==> config.mk <==
export PLATFORM = sky130hd
export DESIGN_NAME = dst_tag_out_buffer_1x2
export DESIGN_NICKNAME = d
export VERILOG_FILES = /design/src/rtl/dst_tag_out_buffer_1x2_pkg.sv /design/src/rtl/dst_tag_out_buffer_1x2_fifo_sync_fwft.sv /design/src/rtl/dst_tag_out_buffer_1x2.sv
export SDC_FILE = /design/constraint.sdc
export NUM_CORES = 1
export LEC_CHECK = 0
export CAP_MARGIN = 25
export CELL_PAD_IN_SITES_DETAIL_PLACEMENT = 1
export CELL_PAD_IN_SITES_GLOBAL_PLACEMENT = 2
export CORE_MARGIN = 2
export CORE_UTILIZATION = 34
export DETAILED_ROUTE_END_ITERATION = 6
export PLACE_DENSITY = 0.8
export SLEW_MARGIN = 30
export SYNTH_ARGS = -nofsm -noshare
export SYNTH_HDL_FRONTEND = slang
export SYNTH_SLANG_ARGS = --single-unit
==> constraint.sdc <==
create_clock -name clk -period 4.5 [get_ports clk]
set_clock_uncertainty 0.15 [all_clocks]
set_input_delay 0.9 -clock clk [delete_from_list [all_inputs] [get_ports clk]]
set_output_delay 0.9 -clock clk [all_outputs]
set_load 0.02 [all_outputs]
==> src/rtl/dst_tag_out_buffer_1x2_pkg.sv <==
// Shared constants for the destination-tag distribution network.
// Holds default widths/depth and branch index constants.
package dst_tag_out_buffer_1x2_pkg;

  localparam int DATA_WIDTH_DEF = 32;
  localparam int CMD_WIDTH_DEF  = 1;
  localparam int FIFO_DEPTH_DEF = 2;

  localparam int BR_HIGH = 1;
  localparam int BR_LOW  = 0;

  // Pointer width for a power-of-two depth; never below one bit.
  function automatic int ptr_width(input int depth);
    int w;
    w = 0;
    while ((1 << w) < depth) w++;
    return (w < 1) ? 1 : w;
  endfunction

endpackage

==> src/rtl/dst_tag_out_buffer_1x2_fifo_sync_fwft.sv <==
// Single-clock first-word-fall-through FIFO with enable-gated push/pop.
// Head entry is presented combinationally; empty head reads as zero.
module fifo_sync_fwft
  import dst_tag_out_buffer_1x2_pkg::*;
#(
  parameter int WIDTH = DATA_WIDTH_DEF + CMD_WIDTH_DEF,
  parameter int DEPTH = FIFO_DEPTH_DEF
) (
  input  logic             clk,
  input  logic             rst_n,
  input  logic             en,
  input  logic             wr_valid,
  input  logic [WIDTH-1:0] wr_data,
  output logic             wr_ready,
  output logic             rd_valid,
  output logic [WIDTH-1:0] rd_data,
  input  logic             rd_ready
);

  localparam int AW = ptr_width(DEPTH);
  localparam logic [AW:0] FULL_COUNT = (AW+1)'(DEPTH);

  logic [WIDTH-1:0] mem [DEPTH];
  logic [AW-1:0]    wr_ptr;
  logic [AW-1:0]    rd_ptr;
  logic [AW:0]      count;
  logic             push;
  logic             pop;

  assign wr_ready = (count < FULL_COUNT);
  assign rd_valid = (count != '0);

  // Full blocks push and empty blocks pop, so the corner cases fall out here.
  assign push = en & wr_valid & wr_ready;
  assign pop  = en & rd_valid & rd_ready;

  always_ff @(posedge clk or negedge rst_n) begin
    if (!rst_n) begin
      wr_ptr <= '0;
      rd_ptr <= '0;
      count  <= '0;
    end else begin
      if (push) wr_ptr <= wr_ptr + 1'b1;
      if (pop)  rd_ptr <= rd_ptr + 1'b1;
      if (push && !pop)      count <= count + 1'b1;
      else if (pop && !push) count <= count - 1'b1;
    end
  end

  // Storage is deliberately left unreset; the count gates visibility.
  always_ff @(posedge clk) begin
    if (push) mem[wr_ptr] <= wr_data;
  end

  assign rd_data = rd_valid ? mem[rd_ptr] : '0;

endmodule

==> src/rtl/dst_tag_out_buffer_1x2.sv <==
// Two-branch output buffer behind a 1x2 destination-tag distribute stage.
// Optional sticky drop flag o_overflow under DST_TAG_BUF_OVERFLOW_FLAG_EN.
module dst_tag_out_buffer_1x2
  import dst_tag_out_buffer_1x2_pkg::*;
#(
  parameter int DATA_WIDTH = DATA_WIDTH_DEF,
  parameter int CMD_WIDTH  = CMD_WIDTH_DEF,
  parameter int FIFO_DEPTH = FIFO_DEPTH_DEF
) (
  input  logic                    clk,
  input  logic                    rst_n,
  input  logic                    i_en,
  input  logic [1:0]              i_valid,
  input  logic [2*DATA_WIDTH-1:0] i_data_bus,
  input  logic [2*CMD_WIDTH-1:0]  i_cmd,
  output logic [1:0]              o_ready,
  output logic [1:0]              o_valid,
  output logic [2*DATA_WIDTH-1:0] o_data_bus,
  output logic [2*CMD_WIDTH-1:0]  o_cmd,
  input  logic [1:0]              i_ready
`ifdef DST_TAG_BUF_OVERFLOW_FLAG_EN
  ,
  output logic [1:0]              o_overflow
`endif
);

  localparam int EW = DATA_WIDTH + CMD_WIDTH;

  logic [1:0][EW-1:0] entry_in;
  logic [1:0][EW-1:0] entry_out;

  // Each entry is {cmd, data}; branches never interact.
  for (genvar b = 0; b < 2; b++) begin : g_pack
    assign entry_in[b] = {i_cmd[b*CMD_WIDTH +: CMD_WIDTH],
                          i_data_bus[b*DATA_WIDTH +: DATA_WIDTH]};
    assign o_data_bus[b*DATA_WIDTH +: DATA_WIDTH] = entry_out[b][DATA_WIDTH-1:0];
    assign o_cmd[b*CMD_WIDTH +: CMD_WIDTH]        = entry_out[b][EW-1:DATA_WIDTH];
  end

  fifo_sync_fwft #(
    .WIDTH (EW),
    .DEPTH (FIFO_DEPTH)
  ) u_fifo_high (
    .clk      (clk),
    .rst_n    (rst_n),
    .en       (i_en),
    .wr_valid (i_valid[BR_HIGH]),
    .wr_data  (entry_in[BR_HIGH]),
    .wr_ready (o_ready[BR_HIGH]),
    .rd_valid (o_valid[BR_HIGH]),
    .rd_data  (entry_out[BR_HIGH]),
    .rd_ready (i_ready[BR_HIGH])
  );

  fifo_sync_fwft #(
    .WIDTH (EW),
    .DEPTH (FIFO_DEPTH)
  ) u_fifo_low (
    .clk      (clk),
    .rst_n    (rst_n),
    .en       (i_en),
    .wr_valid (i_valid[BR_LOW]),
    .wr_data  (entry_in[BR_LOW]),
    .wr_ready (o_ready[BR_LOW]),
    .rd_valid (o_valid[BR_LOW]),
    .rd_data  (entry_out[BR_LOW]),
    .rd_ready (i_ready[BR_LOW])
  );

`ifdef DST_TAG_BUF_OVERFLOW_FLAG_EN
  logic [1:0] drop;

  assign drop = {2{i_en}} & i_valid & ~o_ready;

  always_ff @(posedge clk or negedge rst_n) begin
    if (!rst_n) o_overflow <= '0;
    else        o_overflow <= o_overflow | drop;
  end
`endif

endmodule

-- Word-level counts from Yosys, hierarchy flattened
Memories as Yosys holds them, arrays and structs flattened.
Index checks and enable logic that the tools add are counted.
- bits in registers: 8
- RAM bits: 132
- bits of input ports: 73
- output and inout port bits: 70
- memories: 2
- add/subtract/negate cells: 8
- magnitude comparators: 2
- mux-type cells: 10
- bitwise logic cells: 8
- reductions and logical operators: 12
- memory list (memory ; depth ; bits a word ; rd ports ; clocked after memory_dff ; write ports ; line ; text):
    u_fifo_high.mem ; 2 ; 33 ; 1 ; 0 ; 1 ; dst_tag_out_buffer_1x2_fifo_sync_fwft.sv:23 ; logic [WIDTH-1:0] mem [DEPTH];
    u_fifo_low.mem ; 2 ; 33 ; 1 ; 0 ; 1 ; dst_tag_out_buffer_1x2_fifo_sync_fwft.sv:23 ;
- operators by type and width (kind ; count):
    two-way mux 33 bit ; 2
    bitwise AND 1 bit ; 8
    two-way mux 2 bit ; 4
    nonzero test 2 bit ; 4
    adder 1 bit (second input constant) ; 4
    adder 2 x 1 -> 2 bit (second input constant) ; 2
    logical AND 1 bit ; 4
    logical NOT 1 bit ; 4
    less-than comparator 2 bit (second input constant) ; 2
    two-way mux 1 bit ; 4
    subtractor 2 x 1 -> 2 bit (second input constant) ; 2

-- Logic depth before layout (Yosys ltp)
Gate-level depths: netlist of the first run.
- word-level depth: 6
- mapped depth: 7
- gate-level depth less buffers: 7

-- Cells and area by module
From an unflattened synthesis of the first run, not the netlist that was laid out.
- cell total of the unflattened synthesis: 316
- area, all modules: 5465.2 um2
- modules (own cells, without submodules) (module ; instances ; cells an instance ; area each (um2)):
    fifo_sync_fwft ; 2 ; 158 ; 2732.6

-- Worst setup path after synthesis of the first run
No wires, ideal clock.
- path kind: input port to flip-flop
- start point: input port i_en
- end point: memory u_fifo_low.mem[0][0] (netlist bit) (enable)
- library setup time: 0.464 ns
- arrival: 3.241 ns
- required time: 3.886 ns
- slack: 0.644 ns
- stages: 2
- buffers on the path: 0
- cell sequence: nand2_1 nor3_1
- word-level cells in the longest chain between the ends: 4
- ends and longest elaborated chain (item ; line ; text):
    start: declaration ; dst_tag_out_buffer_1x2.sv:12 ; input logic i_en,
    bitwise AND 1 bit (2 in a row) ; dst_tag_out_buffer_1x2_fifo_sync_fwft.sv:34 ; assign push = en & wr_valid & wr_ready;
    two-way mux 1 bit ; dst_tag_out_buffer_1x2_fifo_sync_fwft.sv:52 ; if (push) mem[wr_ptr] <= wr_data;
    two-way mux 1 bit (implied by the code) ; dst_tag_out_buffer_1x2_fifo_sync_fwft.sv:52 ;
    end: declaration ; dst_tag_out_buffer_1x2_fifo_sync_fwft.sv:23 ;
Every way passes these cells.

-- Final worst setup path of the first run
- start point: register u_fifo_high.count[0]
- end point: output port o_data_bus[43]
- word-level cells in the longest chain between the ends: 2
- ends and longest elaborated chain (item ; line ; text):
    start: declaration ; dst_tag_out_buffer_1x2_fifo_sync_fwft.sv:26 ; logic [AW:0] count;
    start signal: assignment ; dst_tag_out_buffer_1x2_fifo_sync_fwft.sv:45 ; if (push && !pop) count <= count + 1'b1;
    start signal: assignment ; dst_tag_out_buffer_1x2_fifo_sync_fwft.sv:46 ; else if (pop && !push) count <= count - 1'b1;
    nonzero test 2 bit ; dst_tag_out_buffer_1x2_fifo_sync_fwft.sv:31 ; assign rd_valid = (count != '0);
    two-way mux 33 bit ; dst_tag_out_buffer_1x2_fifo_sync_fwft.sv:55 ; assign rd_data = rd_valid ? mem[rd_ptr] : '0;
    end: declaration ; dst_tag_out_buffer_1x2.sv:18 ; output logic [2*DATA_WIDTH-1:0] o_data_bus,
Every way passes these cells.

==> out/metrics.yaml, run 1 <==
status:
  outcome: "completed"
drt:
  routed_wl_mm: 12.0
  wl_per_cell_um: 17.3
  final_antenna_net_count: 0
  dr.pass1.iters: 6
  via_per_inst: 4.51
  drc_errors: 0
  drt_iter0_markers: 110
  via_count: 3138
sta:
  setup_viol: 0
  finalCritPeriodShare: 0.751
  period_minus_slack_ns: 3.38
  hold_viol_final: 0
  tightestPinTransition_ns: 0.837
  relSlewSlack: 0.440
  worst_slack_ns: 1.12
  slew_violations: 0
  rsz0062_at_grt: "no"
  clock.fmax_mhz: 296
  finalSetupTns_ns: 0
synthesis:
  synth.top_cells.by_area: "edfxtp_1, mux2i_1, nor2_1"
  synth_area_um2: 5470
  synth_cell_types: 20
  netlist.area_leader.share: 0.725
  syn_nets: 395
  synth_top_area_cell: "edfxtp_1"
  ys_ff_latch: 140
  syn_avg_cell_area_um2: 17.1
  synth_warnings: 0
  synthCells: 320
  ys_seq_area_frac: 0.762
power_and_ir_drop:
  p_per_area_nw_per_um2: 641
  power_mw: 4.85
  ir_drop_v: 0.000283
  leakage_nw: 2.75
worst_setup_path:
  crit_end: "o_data_bus[43]"
  r2r_cells: 7
  worstPathMaxFanout: 34
  required_ns: 3.45
  end_kind: "primary output"
  slowest_delay_ns: 0.68
  r2r_setup_slack_ns: 2.39
  critPathLaunch: "u_fifo_high.count[0]"
  start_kind: "flip-flop"
  reg2reg_from: "u_fifo_high.count[0]"
  path_cells: "nor2_4, nor2_1, clkdlybuf4s50_1"
  cpMaxStageDelayCell: "nor2_4"
  timing.rr.end: "u_fifo_high.count[1]"
  path_class: "reg2out"
  crit_arrival_ns: 2.33
die:
  die_y_um: 131
  fp.coreArea_um2: 15800
  die_w_um: 131
  num_rows: 46
  initial_utilization: 0.347
  num_io_pins: 143
  dieArea_um2: 17100
clock_tree:
  cts_setup_buffers: 0
  ctsResizeCount: 0
  cts.sinks: 140
  clockBufferDepth: 2
  holdBufCountCts: 0
  cts_tree: "built"
  cts_root_buf: "clkbuf_16"
  path_clk_slew_ns: 0.06
  h-tree-depth: 4
  cts_buffers: 17
  clock_latency_ns: 0.41
global_route:
  overflow: 0
  antenna_found_initial: 1
  grt_pass1_vias: 3333
  grt_max_degree: 35
  grt_pass1_wl_mm: 18.4
  track_usage: 0.147
final_layout:
  fin_area_um2: 7570
  antenna_cells: 0
  final_util: 0.480
  final_net_count: 542
  drive_gt1_frac: 0.0771
  layout-area-overhead-vs-synth_pct: 38.5
placed_design:
  place_congestion: 0.701
  port_buffers: 142
  place_area_um2: 7020
  hpwl_mm: 7.70
  place_ws_ns: 1.37
min_path:
  hold_path.class: "reg2reg"
flow_run:
  drv_cap: 0
==> cell usage after synthesis <==
| cell | instances |
|---|---|
| and2_1 | 2 |
| buf_2 | 6 |
| buf_4 | 4 |
| buf_6 | 2 |
| buf_8 | 6 |
| dfrtp_1 | 8 |
| edfxtp_1 | 132 |
| ha_1 | 2 |
| inv_1 | 3 |
| inv_2 | 2 |
| mux2i_1 | 66 |
| nand2_1 | 1 |
| nand3_2 | 2 |
| nand3b_1 | 1 |
| nor2_1 | 69 |
| nor2_2 | 1 |
| nor2_4 | 2 |
| nor3_1 | 1 |
| xnor2_1 | 7 |
| xor2_1 | 3 |
==> metal layers <==
metal | global-route usage | up-vias | wire length, um
li1 | - | 1460 | -
met3 | 0.0717 | 18 | 1130
met4 | 0.0526 | 2 | 190
met1 | 0.185 | 1530 | 5360
met5 | 0 | - | 13
met2 | 0.219 | 128 | 5350
==> logic make-up (layout without fill, tap and decap cells) <==
kind of cell	Yosys count	count (layout)	synth area share
adder cells (fa/ha/maj)	2	2	0.00458
flip-flops	140	140	0.762
buffers and inverters	23	183	0.0350
AND/OR/NAND/NOR	79	79	0.0616
multiplexers	66	66	0.121
XOR/XNOR	10	10	0.0160
==> worst min-delay path by stage <==
stage,to,cells after the start,slack [ns],start
5_1_grt,u_fifo_low.wr_ptr,1,0.39,u_fifo_low.wr_ptr
3_5_place_dp,u_fifo_low.wr_ptr,1,0.36,u_fifo_low.wr_ptr
2_1_floorplan,u_fifo_low.wr_ptr,1,0.31,u_fifo_low.wr_ptr
6_report,u_fifo_low.wr_ptr,1,0.37,u_fifo_low.wr_ptr
4_1_cts,u_fifo_low.wr_ptr,1,0.37,u_fifo_low.wr_ptr
3_3_place_gp,u_fifo_low.wr_ptr,1,0.34,u_fifo_low.wr_ptr
==> cell type report <==
cell class / count / area, um^2
Inverter: 5 / 18.8
Timing Repair Buffer: 146 / 1470
Clock buffer: 19 / 433
Sequential cell: 140 / 4170
Tap cell: 216 / 270
Clock inverter: 13 / 82.6
Multi-Input combinational cell: 157 / 1120
Fill cell: 1580 / 8200
==> cells in the final DEF, fill, tap and decap left out, drive strengths merged <==
cell	netlist	final
nor3	1	1
clkinv	0	11
xnor2	7	7
nor2	72	72
nand3	2	2
buf	18	4
clkinvlp	0	1
nand3b	1	1
nand2	1	1
and2	2	2
xor2	3	3
inv	5	5
dfrtp	8	8
mux2i	66	66
clkbuf	0	19
bufinv	0	1
edfxtp	132	132
ha	2	2
clkdlybuf4s50	0	142
==> stage by stage <==
step | hold WS (ns) | std cells
2_1_floorplan | 0.306 | 320
3_3_place_gp | 0.343 | 663
3_5_place_dp | 0.358 | 663
4_1_cts | 0.369 | 695
5_1_grt | 0.390 | 696
6_report | 0.372 | 696
==> state kept, by name, summed over array words and instances (netlist names) <==
| name | flops |
|---|---|
| u_fifo_high.mem | 66 |
| u_fifo_low.mem | 66 |
| u_fifo_high.count | 2 |
| u_fifo_low.count | 2 |
| u_fifo_high.rd_ptr | 1 |
| u_fifo_high.wr_ptr | 1 |
| u_fifo_low.rd_ptr | 1 |
| u_fifo_low.wr_ptr | 1 |
==> where the power goes <==
part,leakage (nW),internal (mW),switching (mW)
Clock,0.250,0.739,0.488
Combinational,1.21,0.877,0.929
Sequential,1.29,1.60,0.224
==> critical path: cells and delay by family (launching register included) <==
kind	cells	cell delay, ns
simple gates	2	0.87
flops	1	0.44
buf+inv	1	0.60
No activity file was read; power rests on OpenSTA's default activity.
==> run 2: changes to the inputs <==
--- a/config.mk
+++ b/config.mk
@@ -9,9 +9,9 @@
 export CELL_PAD_IN_SITES_DETAIL_PLACEMENT = 1
 export CELL_PAD_IN_SITES_GLOBAL_PLACEMENT = 2
 export CORE_MARGIN = 2
-export CORE_UTILIZATION = 34
+export CORE_UTILIZATION = 31
 export DETAILED_ROUTE_END_ITERATION = 6
-export PLACE_DENSITY = 0.8
+export PLACE_DENSITY = 0.76
 export SLEW_MARGIN = 30
 export SYNTH_ARGS = -nofsm -noshare
 export SYNTH_HDL_FRONTEND = slang
==> constraint.sdc (replaced) <==
create_clock -name clk -period 3 [get_ports clk]
set_clock_uncertainty 0.15 [all_clocks]
set_input_delay 0.6 -clock clk [delete_from_list [all_inputs] [get_ports clk]]
set_output_delay 0.6 -clock clk [all_outputs]
set_load 0.02 [all_outputs]
==> out/metrics.yaml, run 2 (synthesis gave the netlist of run 1 again) <==
final_layout:
  final_common_cell: "clkdlybuf4s50_1"
  largest_registers: "u_fifo_high.mem: 66 flops, u_fifo_low.mem: 66 flops"
  fillCellCount: 1690
  seqCellArea_um2: 4170
  layout-area-overhead-vs-synth_pct: 40.5
  drive_gt1_frac: 0.0950
  antenna_cells: 0
  final_cell_mix: "clkdlybuf4s50_1, edfxtp_1, nor2_1"
  multiInputGateArea_um2: 1130
  final_net_count: 548
die:
  die_y_um: 137
  num_rows: 48
  dieArea_um2: 18700
  initial_utilization: 0.317
  fp.coreArea_um2: 17200
  die_w_um: 137
  num_io_pins: 143
min_path:
  hold_path.class: "in2async"
sta:
  worst_slack_ns: 0.104
  relSlewSlack: 0.699
  clock.fmax_mhz: 345
  finalCritPeriodShare: 0.965
  rsz0062_at_grt: "no"
  period_minus_slack_ns: 2.90
  hold_viol_final: 0
  setup_viol: 0
  finalSetupTns_ns: 0
  tightestPinTransition_ns: 0.452
  slew_violations: 0
power_and_ir_drop:
  ir_drop_v: 0.000405
  leakage_nw: 2.78
  p_per_area_nw_per_um2: 962
clock_tree:
  cts_tree: "built"
  clockBufferDepth: 2
  clock_latency_ns: 0.41
  cts.sinks: 140
  cts_setup_buffers: 0
  h-tree-depth: 4
  path_clk_slew_ns: 0.06
  cts_root_buf: "clkbuf_16"
  cts_buffers: 17
worst_setup_path:
  required_ns: 2.25
  crit_arrival_ns: 2.15
  start_kind: "flip-flop"
  r2r_cells: 8
  path_class: "reg2out"
  worstPathMaxFanout: 25
  end_kind: "primary output"
global_route:
  grt_pass1_wl_mm: 18.4
  grt_max_degree: 35
  grt_pass1_vias: 3440
  overflow: 0
  track_usage: 0.133
  antenna_found_initial: 0
status:
  outcome: "completed"
placed_design:
  place_ws_ns: 0.456
  port_buffers: 142
  hpwl_mm: 8.29
  place_congestion: 0.722
drt:
  wl_per_cell_um: 16.8
  via_per_inst: 4.39
  via_count: 3112
  routed_wl_mm: 11.9
  drc_errors: 0
  dr.pass1.iters: 4
  final_antenna_net_count: 0
  drt_iter0_markers: 128
flow_run:
  drv_cap: 0
-- run 2: cell count changes in the layout (fill, tap and decap cells not counted), sizes merged --
cell	previous run	this run
buf	4	10
clkbuf	19	22
clkinv	11	4
clkinvlp	1	3
-- run 2: worst paths after layout --
| kind | start | endpoint | slack (ns) |
|---|---|---|---|
| worst min-delay path | rst_n | u_fifo_high.count[1] | 0.33 |
| worst max-delay path | u_fifo_high.rd_ptr | o_cmd[1] | 0.10 |
| min in group clk | u_fifo_high.wr_ptr | u_fifo_high.wr_ptr | 0.40 |
| max in group asynchronous | rst_n | u_fifo_low.rd_ptr | 2.04 |
| worst max register to register | u_fifo_low.count[1] | u_fifo_low.count[1] | 1.15 |
| worst min register to register | u_fifo_high.wr_ptr | u_fifo_high.wr_ptr | 0.40 |
-- run 2: through the flow --
step | hold slack (ns) | instances | utilization | power (mW) | area (um^2)
final | 0.333 | 709 | 0.445 | 7.39 | 7680
after global routing | 0.372 | 709 | 0.445 | 7.75 | 7680
after CTS | 0.328 | 709 | 0.445 | 7.50 | 7670
after detailed placement | 0.388 | 679 | 0.415 | 5.61 | 7150
after global placement | 0.379 | 679 | 0.415 | 5.57 | 7150
after floorplan | 0.154 | 320 | - | 4.35 | 5470
-- run 2: layer usage --
metal / wire, um / vias up / global-route usage
li1: - / 1471 / -
met1: 4940 / 1499 / 0.159
met2: 5590 / 124 / 0.210
met3: 1180 / 18 / 0.0574
met4: 201 / 0 / 0.0550
met5: 0 / - / 0
-- run 2: report_power, final --
part | internal [mW] | switching [mW] | leakage (nW)
Clock | 1.12 | 0.735 | 0.246
Combinational | 1.40 | 1.53 | 1.25
Sequential | 2.40 | 0.202 | 1.29
Total | 4.92 | 2.47 | 2.78
-- run 2: cell type report --
| type | count | share of cell area |
|---|---|---|
| Multi-Input combinational cell | 157 | 0.147 |
| Inverter | 5 | 0.00244 |
| Sequential cell | 140 | 0.543 |
| Timing Repair Buffer | 152 | 0.203 |
| Clock buffer | 22 | 0.0579 |
| Tap cell | 225 | 0.0367 |
| Clock inverter | 8 | 0.00945 |
-- run 2: timing repair --
action	4_1_cts	5_1_grt
hold buffers	0	0
setup endpoints to repair	1	4
resized for setup	1	1
-- run 2: critical path: stages, from the launching register on --
cell and delay, ns:
dfrtp_4 0.57, buf_12 0.22, mux2i_1 0.14, nor2_1 0.16, clkdlybuf4s50_1 0.64
